--- src/rtl/alu_req_arbiter_if.sv ---
// rtl/alu_req_arbiter_if.sv - request, shared-ALU and response signals of the ALU arbiter
interface alu_req_arbiter_if #(
   parameter int OPW  = 4,
   parameter int RESW = 20
);
   logic            req0_valid;
   logic            req0_ready;
   logic [OPW-1:0]  req0_op1;
   logic [OPW-1:0]  req0_op2;
   logic            req0_operation;
   logic            req0_sign;
   logic            req1_valid;
   logic            req1_ready;
   logic [OPW-1:0]  req1_op1;
   logic [OPW-1:0]  req1_op2;
   logic            req1_operation;
   logic            req1_sign;
   logic [OPW-1:0]  alu_op1;
   logic [OPW-1:0]  alu_op2;
   logic            alu_operation;
   logic            alu_sign;
   logic [RESW-1:0] alu_result;
   logic            rsp_valid;
   logic            rsp_ready;
   logic            rsp_id;
   logic [RESW-1:0] rsp_result;
   logic            busy;

   modport slave (
      input  req0_valid, req0_op1, req0_op2, req0_operation, req0_sign,
      input  req1_valid, req1_op1, req1_op2, req1_operation, req1_sign,
      input  alu_result, rsp_ready,
      output req0_ready, req1_ready,
      output alu_op1, alu_op2, alu_operation, alu_sign,
      output rsp_valid, rsp_id, rsp_result, busy
   );

   modport master (
      output req0_valid, req0_op1, req0_op2, req0_operation, req0_sign,
      output req1_valid, req1_op1, req1_op2, req1_operation, req1_sign,
      output alu_result, rsp_ready,
      input  req0_ready, req1_ready,
      input  alu_op1, alu_op2, alu_operation, alu_sign,
      input  rsp_valid, rsp_id, rsp_result, busy
   );
endinterface

--- src/rtl/alu_req_arbiter.sv ---
// rtl/alu_req_arbiter.sv - round-robin arbiter sharing one combinational mini ALU between two requesters
module alu_req_arbiter #(
   parameter int OPW  = 4,
   parameter int RESW = 20
) (
   input logic              clk,
   input logic              rst_n,
   alu_req_arbiter_if.slave bus
);
   typedef enum logic [1:0] {IDLE, EXEC, CAPT, RESP} state_t;

   state_t          state;
   state_t          state_nxt;
   logic            last_grant;
   logic            grant;
   logic            ready0;
   logic            ready1;
   logic            take;
   logic [OPW-1:0]  sel_op1;
   logic [OPW-1:0]  sel_op2;
   logic            sel_operation;
   logic            sel_sign;
   logic [OPW-1:0]  alu_op1_q;
   logic [OPW-1:0]  alu_op2_q;
   logic            alu_operation_q;
   logic            alu_sign_q;
   logic            rsp_valid_q;
   logic            rsp_id_q;
   logic [RESW-1:0] rsp_result_q;

   // Readies are gated by rst_n so nothing can handshake while reset is held.
   always_comb begin
      state_nxt = state;
      grant     = (bus.req0_valid && bus.req1_valid) ? ~last_grant : bus.req1_valid;
      ready0    = rst_n && (state == IDLE) && bus.req0_valid && !grant;
      ready1    = rst_n && (state == IDLE) && bus.req1_valid && grant;
      take      = ready0 || ready1;
      case (state)
         IDLE:    if (take) state_nxt = EXEC;
         EXEC:    state_nxt = CAPT;
         CAPT:    state_nxt = RESP;
         RESP:    if (bus.rsp_ready) state_nxt = IDLE;
         default: state_nxt = IDLE;
      endcase
   end

   assign sel_op1       = grant ? bus.req1_op1       : bus.req0_op1;
   assign sel_op2       = grant ? bus.req1_op2       : bus.req0_op2;
   assign sel_operation = grant ? bus.req1_operation : bus.req0_operation;
   assign sel_sign      = grant ? bus.req1_sign      : bus.req0_sign;

   always_ff @(posedge clk or negedge rst_n) begin
      if (!rst_n) state <= IDLE;
      else        state <= state_nxt;
   end

   // last_grant resets to 1 so requester 0 wins the first contention.
   always_ff @(posedge clk or negedge rst_n) begin
      if (!rst_n) begin
         alu_op1_q       <= '0;
         alu_op2_q       <= '0;
         alu_operation_q <= 1'b0;
         alu_sign_q      <= 1'b0;
         last_grant      <= 1'b1;
         rsp_id_q        <= 1'b0;
         rsp_valid_q     <= 1'b0;
         rsp_result_q    <= '0;
      end else begin
         if (take) begin
            alu_op1_q       <= sel_op1;
            alu_op2_q       <= sel_op2;
            alu_operation_q <= sel_operation;
            alu_sign_q      <= sel_sign;
            rsp_id_q        <= grant;
            last_grant      <= grant;
         end
         if (state == CAPT) begin
            rsp_result_q <= bus.alu_result;
            rsp_valid_q  <= 1'b1;
         end
         if ((state == RESP) && bus.rsp_ready) rsp_valid_q <= 1'b0;
      end
   end

   assign bus.req0_ready    = ready0;
   assign bus.req1_ready    = ready1;
   assign bus.alu_op1       = alu_op1_q;
   assign bus.alu_op2       = alu_op2_q;
   assign bus.alu_operation = alu_operation_q;
   assign bus.alu_sign      = alu_sign_q;
   assign bus.rsp_valid     = rsp_valid_q;
   assign bus.rsp_id        = rsp_id_q;
   assign bus.rsp_result    = rsp_result_q;
   assign bus.busy          = (state != IDLE);
endmodule

--- src/flat_wrapper.sv ---
// flat-port wrapper written by rule: the top's interface ports become plain ports
module alu_req_arbiter_flat 
#(
   parameter int OPW  = 4,
   parameter int RESW = 20
)
  (clk, rst_n, bus_req0_valid, bus_req0_op1, bus_req0_op2, bus_req0_operation, bus_req0_sign, bus_req1_valid, bus_req1_op1, bus_req1_op2, bus_req1_operation, bus_req1_sign, bus_alu_result, bus_rsp_ready, bus_req0_ready, bus_req1_ready, bus_alu_op1, bus_alu_op2, bus_alu_operation, bus_alu_sign, bus_rsp_valid, bus_rsp_id, bus_rsp_result, bus_busy);
  alu_req_arbiter_if #(.OPW(OPW), .RESW(RESW)) bus_i ();
  input logic clk;
  input logic rst_n;
  input wire logic [$bits(bus_i.req0_valid)-1:0] bus_req0_valid;
  input wire logic [$bits(bus_i.req0_op1)-1:0] bus_req0_op1;
  input wire logic [$bits(bus_i.req0_op2)-1:0] bus_req0_op2;
  input wire logic [$bits(bus_i.req0_operation)-1:0] bus_req0_operation;
  input wire logic [$bits(bus_i.req0_sign)-1:0] bus_req0_sign;
  input wire logic [$bits(bus_i.req1_valid)-1:0] bus_req1_valid;
  input wire logic [$bits(bus_i.req1_op1)-1:0] bus_req1_op1;
  input wire logic [$bits(bus_i.req1_op2)-1:0] bus_req1_op2;
  input wire logic [$bits(bus_i.req1_operation)-1:0] bus_req1_operation;
  input wire logic [$bits(bus_i.req1_sign)-1:0] bus_req1_sign;
  input wire logic [$bits(bus_i.alu_result)-1:0] bus_alu_result;
  input wire logic [$bits(bus_i.rsp_ready)-1:0] bus_rsp_ready;
  output wire logic [$bits(bus_i.req0_ready)-1:0] bus_req0_ready;
  output wire logic [$bits(bus_i.req1_ready)-1:0] bus_req1_ready;
  output wire logic [$bits(bus_i.alu_op1)-1:0] bus_alu_op1;
  output wire logic [$bits(bus_i.alu_op2)-1:0] bus_alu_op2;
  output wire logic [$bits(bus_i.alu_operation)-1:0] bus_alu_operation;
  output wire logic [$bits(bus_i.alu_sign)-1:0] bus_alu_sign;
  output wire logic [$bits(bus_i.rsp_valid)-1:0] bus_rsp_valid;
  output wire logic [$bits(bus_i.rsp_id)-1:0] bus_rsp_id;
  output wire logic [$bits(bus_i.rsp_result)-1:0] bus_rsp_result;
  output wire logic [$bits(bus_i.busy)-1:0] bus_busy;
  assign bus_i.req0_valid = bus_req0_valid;
  assign bus_i.req0_op1 = bus_req0_op1;
  assign bus_i.req0_op2 = bus_req0_op2;
  assign bus_i.req0_operation = bus_req0_operation;
  assign bus_i.req0_sign = bus_req0_sign;
  assign bus_i.req1_valid = bus_req1_valid;
  assign bus_i.req1_op1 = bus_req1_op1;
  assign bus_i.req1_op2 = bus_req1_op2;
  assign bus_i.req1_operation = bus_req1_operation;
  assign bus_i.req1_sign = bus_req1_sign;
  assign bus_i.alu_result = bus_alu_result;
  assign bus_i.rsp_ready = bus_rsp_ready;
  assign bus_req0_ready = bus_i.req0_ready;
  assign bus_req1_ready = bus_i.req1_ready;
  assign bus_alu_op1 = bus_i.alu_op1;
  assign bus_alu_op2 = bus_i.alu_op2;
  assign bus_alu_operation = bus_i.alu_operation;
  assign bus_alu_sign = bus_i.alu_sign;
  assign bus_rsp_valid = bus_i.rsp_valid;
  assign bus_rsp_id = bus_i.rsp_id;
  assign bus_rsp_result = bus_i.rsp_result;
  assign bus_busy = bus_i.busy;
  alu_req_arbiter #(.OPW(OPW), .RESW(RESW)) u_core (.clk(clk), .rst_n(rst_n), .bus(bus_i));
endmodule
--- config.mk ---
export PLATFORM = sky130hd
export DESIGN_NAME = alu_req_arbiter_flat
export DESIGN_NICKNAME = d
export VERILOG_FILES = /design/src/rtl/alu_req_arbiter_if.sv /design/src/rtl/alu_req_arbiter.sv /design/src/flat_wrapper.sv
export SDC_FILE = /design/constraint.sdc
export NUM_CORES = 1
export LEC_CHECK = 0
export ABC_CLOCK_PERIOD_IN_PS = 2500
export CAP_MARGIN = 20
export CORE_MARGIN = 2
export CORE_UTILIZATION = 42
export CTS_CLUSTER_SIZE = 24
export DETAILED_ROUTE_END_ITERATION = 12
export PLACE_DENSITY = 0.88
export SLEW_MARGIN = 20
export SYNTH_ARGS = -nofsm -noshare
export SYNTH_HDL_FRONTEND = slang
export SYNTH_SLANG_ARGS = --single-unit
--- constraint.sdc ---
create_clock -name clk -period 2.5 [get_ports clk]
set_input_delay 0.25 -clock clk [delete_from_list [all_inputs] [get_ports clk]]
set_output_delay 0.25 -clock clk [all_outputs]
set_load 0.02 [all_outputs]
# --- Word-level counts from Yosys, hierarchy flattened ---
# Index checks and enable logic that the tools add are counted.
classes:
  muxes: 10
  add_sub_neg: 0
  n_div: 0
  shift: 0
  n_reduce_logical: 13
  magnitude_cmp: 0
  eq_ne: 5
  n_bitwise: 1
  multipliers: 0
ops:
  columns: ["cell", "count"]
  rows:
  - ["$mux 4", 2]
  - ["$pmux 2 s4", 1]
  - ["$logic_and 1x1->1", 7]
  - ["$mux 1", 5]
  - ["$eq 2x2->1 const B", 2]
  - ["$mux 2", 2]
  - ["$reduce_bool 2->1", 2]
  - ["$eq 2x1->1 const B", 1]
  - ["$logic_not 2->1", 1]
  - ["$ne 2x1->1 const B", 1]
  - ["$ne 2x2->1 const B", 1]
  - ["$reduce_and 2->1", 1]
  - ["$logic_not 1->1", 1]
  - ["$logic_or 1x1->1", 1]
  - ["$not 1->1", 1]
word_totals:
  memories: 0
  latch_bits: 0
  out_inout_bits: 35
  romBits: 0
  ff_bits: 35
  word_cells: 38
  in_bits: 45
  ram_bits: 0

# --- Logic depth before layout (Yosys ltp) ---
depth:
  depth_word: 7
  mapped_depth: 6
  ltp_nobuf: 5

# --- Worst setup path after synthesis ---
# No wires, ideal clock.
synth_path:
  kind: "register to output"
  start: "reg u_core.state[0]"
  end: "out bus_req0_ready"
  required_time_ns: 2.250
  path_stages_with_launch: 5
  setup_slack_ns: 1.097
  arrival_ns: 1.153
  n_path_buf: 0
  cell_sequence: "dfrtp_1 > inv_1 > ha_1 > nand3_1 > nor2b_1"
synth_between:
  elab_chain_len: 4
synth_lines:
  columns: ["element", "line", "rtl"]
  rows:
  - ["start, declared", "alu_req_arbiter.sv:12", "state_t state;"]
  - ["start signal, assigned", "alu_req_arbiter.sv:54", "else state <= state_nxt;"]
  - ["$logic_not 2->1", "alu_req_arbiter.sv:35", "ready0 = rst_n && (state == IDLE) && bus.req0_valid && !grant;"]
  - ["$logic_and 1x1->1 (3 in series)", "alu_req_arbiter.sv:35", null]
  - ["end, declared", "flat_wrapper.sv:23", "output wire logic [$bits(bus_i.req0_ready)-1:0] bus_req0_ready;"]
# Every way passes these cells.

# --- Final worst setup path ---
# Same ends and word-level chain as after synthesis.

==> summary.md <==
| Metric | Value |
|---|---|
| Critical Path End Type | primary output |
| Clock root buffer | clkbuf_4 |
| Total track usage | 0.189 |
| Vias in the first global route | 1246 |
| Port bufs | 79 |
| PD cells | 1240 nW/um2 |
| Worst EP required | 2.25 ns |
| Synthesis warning total | 0 |
| Mapped Area | 1510 um2 |
| Status | completed |
| Layout cells sized above 1 | 0.179 |
| CP Max Fanout | 6 |
| Clock buffer depth | 2 |
| Die area | 4100 um2 |
| Dpl hpwl | 2860 um |
| Startpoint Class | flop |
| Starting DRC count in detailed routing | 32 |
| DR vias | 1176 |
| DRC viols | 0 |
| Final nets | 249 |
| Fin util | 0.718 |
| Fin. max-slew vios | 0 |
| Flop pwr share | 0.331 |
| Setup TNS | 0 ns |
| Antenna violations before repair | 0 |
| Core footprint | 3390 um2 |
| Num ports | 80 |
| R2r worst-path depth | 4 |
| Rows | 21 |
| Peak VDD IR | 0.743 mV |
| Critical path class | flop to primary output |
| Syn Nets | 164 |
| CTS clk-pin slew, worst paths | 0.11 ns |
| Seq cells post-synth | 35 |
| Hold crit path type | input pin to asynchronous set/reset pin |
| Clock skew | 0.0201 ns |
| Avg Vias per Cell | 4.76 |
| GP Congestion | 0.718 |
| Syn_area_per_cell | 13.2 um2 |
| CP max stage cell | clkdlybuf4s50_1 |
| TritonCTS Sinks | 35 |
| Routed WL | 3610 um |
| Antenna cell count | 0 |
| Max cap viols | 0 |
| Total gr overflow | 0 |
| First-pass DRT Iterations | 4 |
| TritonCTS clock tree | built |
| Most frequent cells in the layout | 78 x clkdlybuf4s50_1, 34 x dfrtp_1, 21 x mux2_2 |
| Synth Instances | 115 |
| Die Ht | 64.0 um |
| Clock power share | 0.140 |
| Most common cell after layout, fill and taps aside | clkdlybuf4s50_1 |
| Worst path max stage delay | 0.61 ns |
| RSZ-0062 raised after global routing | false |
| Worst path cell trace | inv_1, ha_1, nand3_1, nor2b_1, clkdlybuf4s50_1 |
| FMAX | 434 MHz |
| Register area share after synthesis | 0.580 |
| Endpoints failing hold | 0 |
| Die X | 64.0 um |
| Reg2Reg Capture Point | u_core.bus.rsp_result[11] |
| Final Cycle Share | 0.922 |
| Critical path data arrival time | 2.06 ns |
| Post-CTS setup buffers | 0 |
| Synth-to-Final Area Change | 61.0% |
| Worst slew margin | 0.704 |
| Initial Util | 0.446 |
| First-pass GRT wire length | 5790 um |
| Slew @ Worst Pin | 0.444 ns |
| Power share of the combinational group | 0.529 |
| Worst-Skew Late Latency | 0.34 ns |
| Post-route minimum period | 2.31 ns |
| DRT antenna net count | 0 |
| # H-tree levels | 2 |
| Switching pwr | 1.09 mW |
| WL/cell | 14.6 um |
| Finish-stage setup viols | 0 |
| Critical R2R Launch | u_core.state[0] |
| Internal power | 1.94 mW |
| TritonCTS buffer count | 5 |
| Unique cell type count in the Yosys netlist | 20 |
| Switching Share | 0.361 |
| Lkg Pwr | 1.06 nW |
| Pin count of the biggest net entering global routing | 38 |
| R2R setup slack | 1.00 ns |
==> worst max-delay path, delay by kind of cell (launching register included) <==
kind                       cells  cell delay (ns)
buffers and inverters          2             0.74
DFF                            1             0.41
adders and majority gates      1             0.28
and+or+nand+nor                2             0.28
==> kinds of logic after synthesis <==
family	count (synthesis)	share of synthesized area
mux	32	0.229
compound gates	17	0.0670
fa+ha+maj	4	0.0331
buf+inv	8	0.0339
simple gates	19	0.0571
flops	35	0.580
==> routing by layer <==
| layer | routed length (um) | track usage | share of wire | up-vias |
|---|---|---|---|---|
| li1 | - | - | - | 567 |
| met1 | 1360 | 0.193 | 0.38 | 575 |
| met2 | 2020 | 0.349 | 0.56 | 28 |
| met3 | 157 | 0.0687 | 0.044 | 6 |
| met4 | 61 | 0.0652 | 0.017 | 0 |
| met5 | 0 | 0 | 0 | - |
==> area by class of cell <==
type,count,area (um2)
fill,229,955
sequential,35,877
timing repair buffer,83,818
multi-input combinational,72,584
tap,46,57.6
clock buffer,6,51.3
clock inverter,2,35.0
inverter,3,11.3
==> state kept, by name, indices dropped and copies added, names as in the netlist <==
signal                    flops
u_core.bus.rsp_id             1
u_core.bus.alu_operation      1
u_core.bus.rsp_result        20
u_core.last_grant             1
u_core.bus.alu_sign           1
u_core.bus.alu_op1            4
u_core.state                  2
u_core.bus.rsp_valid          1
u_core.bus.alu_op2            4
==> power by group through the flow <==
stage,sequential (mW),combinational [mW],clock (mW)
2_1_floorplan,1.32,0.566,0
3_3_place_gp,1.00,1.57,0
3_5_place_dp,1.02,1.62,0
4_1_cts,1.01,1.62,0.429
5_1_grt,1.04,1.70,0.465
6_report,1.00,1.60,0.423
==> synth_stat cells <==
master	number	area, um2
dfstp_2	1	26.3
nand3_1	2	10.0
buf_12	1	20.0
dfrtp_1	34	851
ha_1	4	50.1
a21oi_1	2	10.0
nand2_1	12	45.0
nor2b_1	2	12.5
nor2_1	2	7.51
nor2_4	1	11.3
a21bo_4	1	16.3
mux2i_1	11	110
clkbuf_2	1	5.00
o211ai_1	1	7.51
o21ai_1	8	40.0
buf_2	3	15.0
a21o_1	1	7.51
o21ai_0	4	20.0
mux2_2	21	236
inv_1	3	11.3
==> worst max-delay path by stage <==
| stage | startpoint | end | slack (ns) | depth (start not counted) |
|---|---|---|---|---|
| 3_3_place_gp | bus_req0_valid | bus_req0_ready | 0.41 | 4 |
| 2_1_floorplan | u_core.state[0] | bus_req0_ready | 1.10 | 4 |
| 6_report | u_core.state[0] | bus_req0_ready | 0.19 | 5 |
| 3_5_place_dp | bus_req0_valid | bus_req0_ready | 0.37 | 4 |
| 5_1_grt | u_core.state[0] | bus_req0_ready | 0.02 | 5 |
| 4_1_cts | u_core.state[0] | bus_req0_ready | 0.18 | 5 |
==> repair_timing <==
item | CTS | global route
endpoints found under the hold margin | 8 | 0
setup endpoints to repair | 0 | 0
resized for setup | 0 | 0
hold buffers | 1 | 0
==> metrics by stage <==
step                total power, mW  area, um2  cells  hold WS [ns]  setup WS, ns
global route                   3.20       2430    247         0.204        0.0200
CTS                            3.06       2430    247         0.244         0.182
floorplan                      1.89       1510    115       -0.0456          1.10
finish                         3.03       2430    247         0.223         0.195
global placement               2.57       2340    238        0.0501         0.411
detailed placement             2.64       2340    238        0.0499         0.368
No activity file was read; power rests on OpenSTA's default activity.
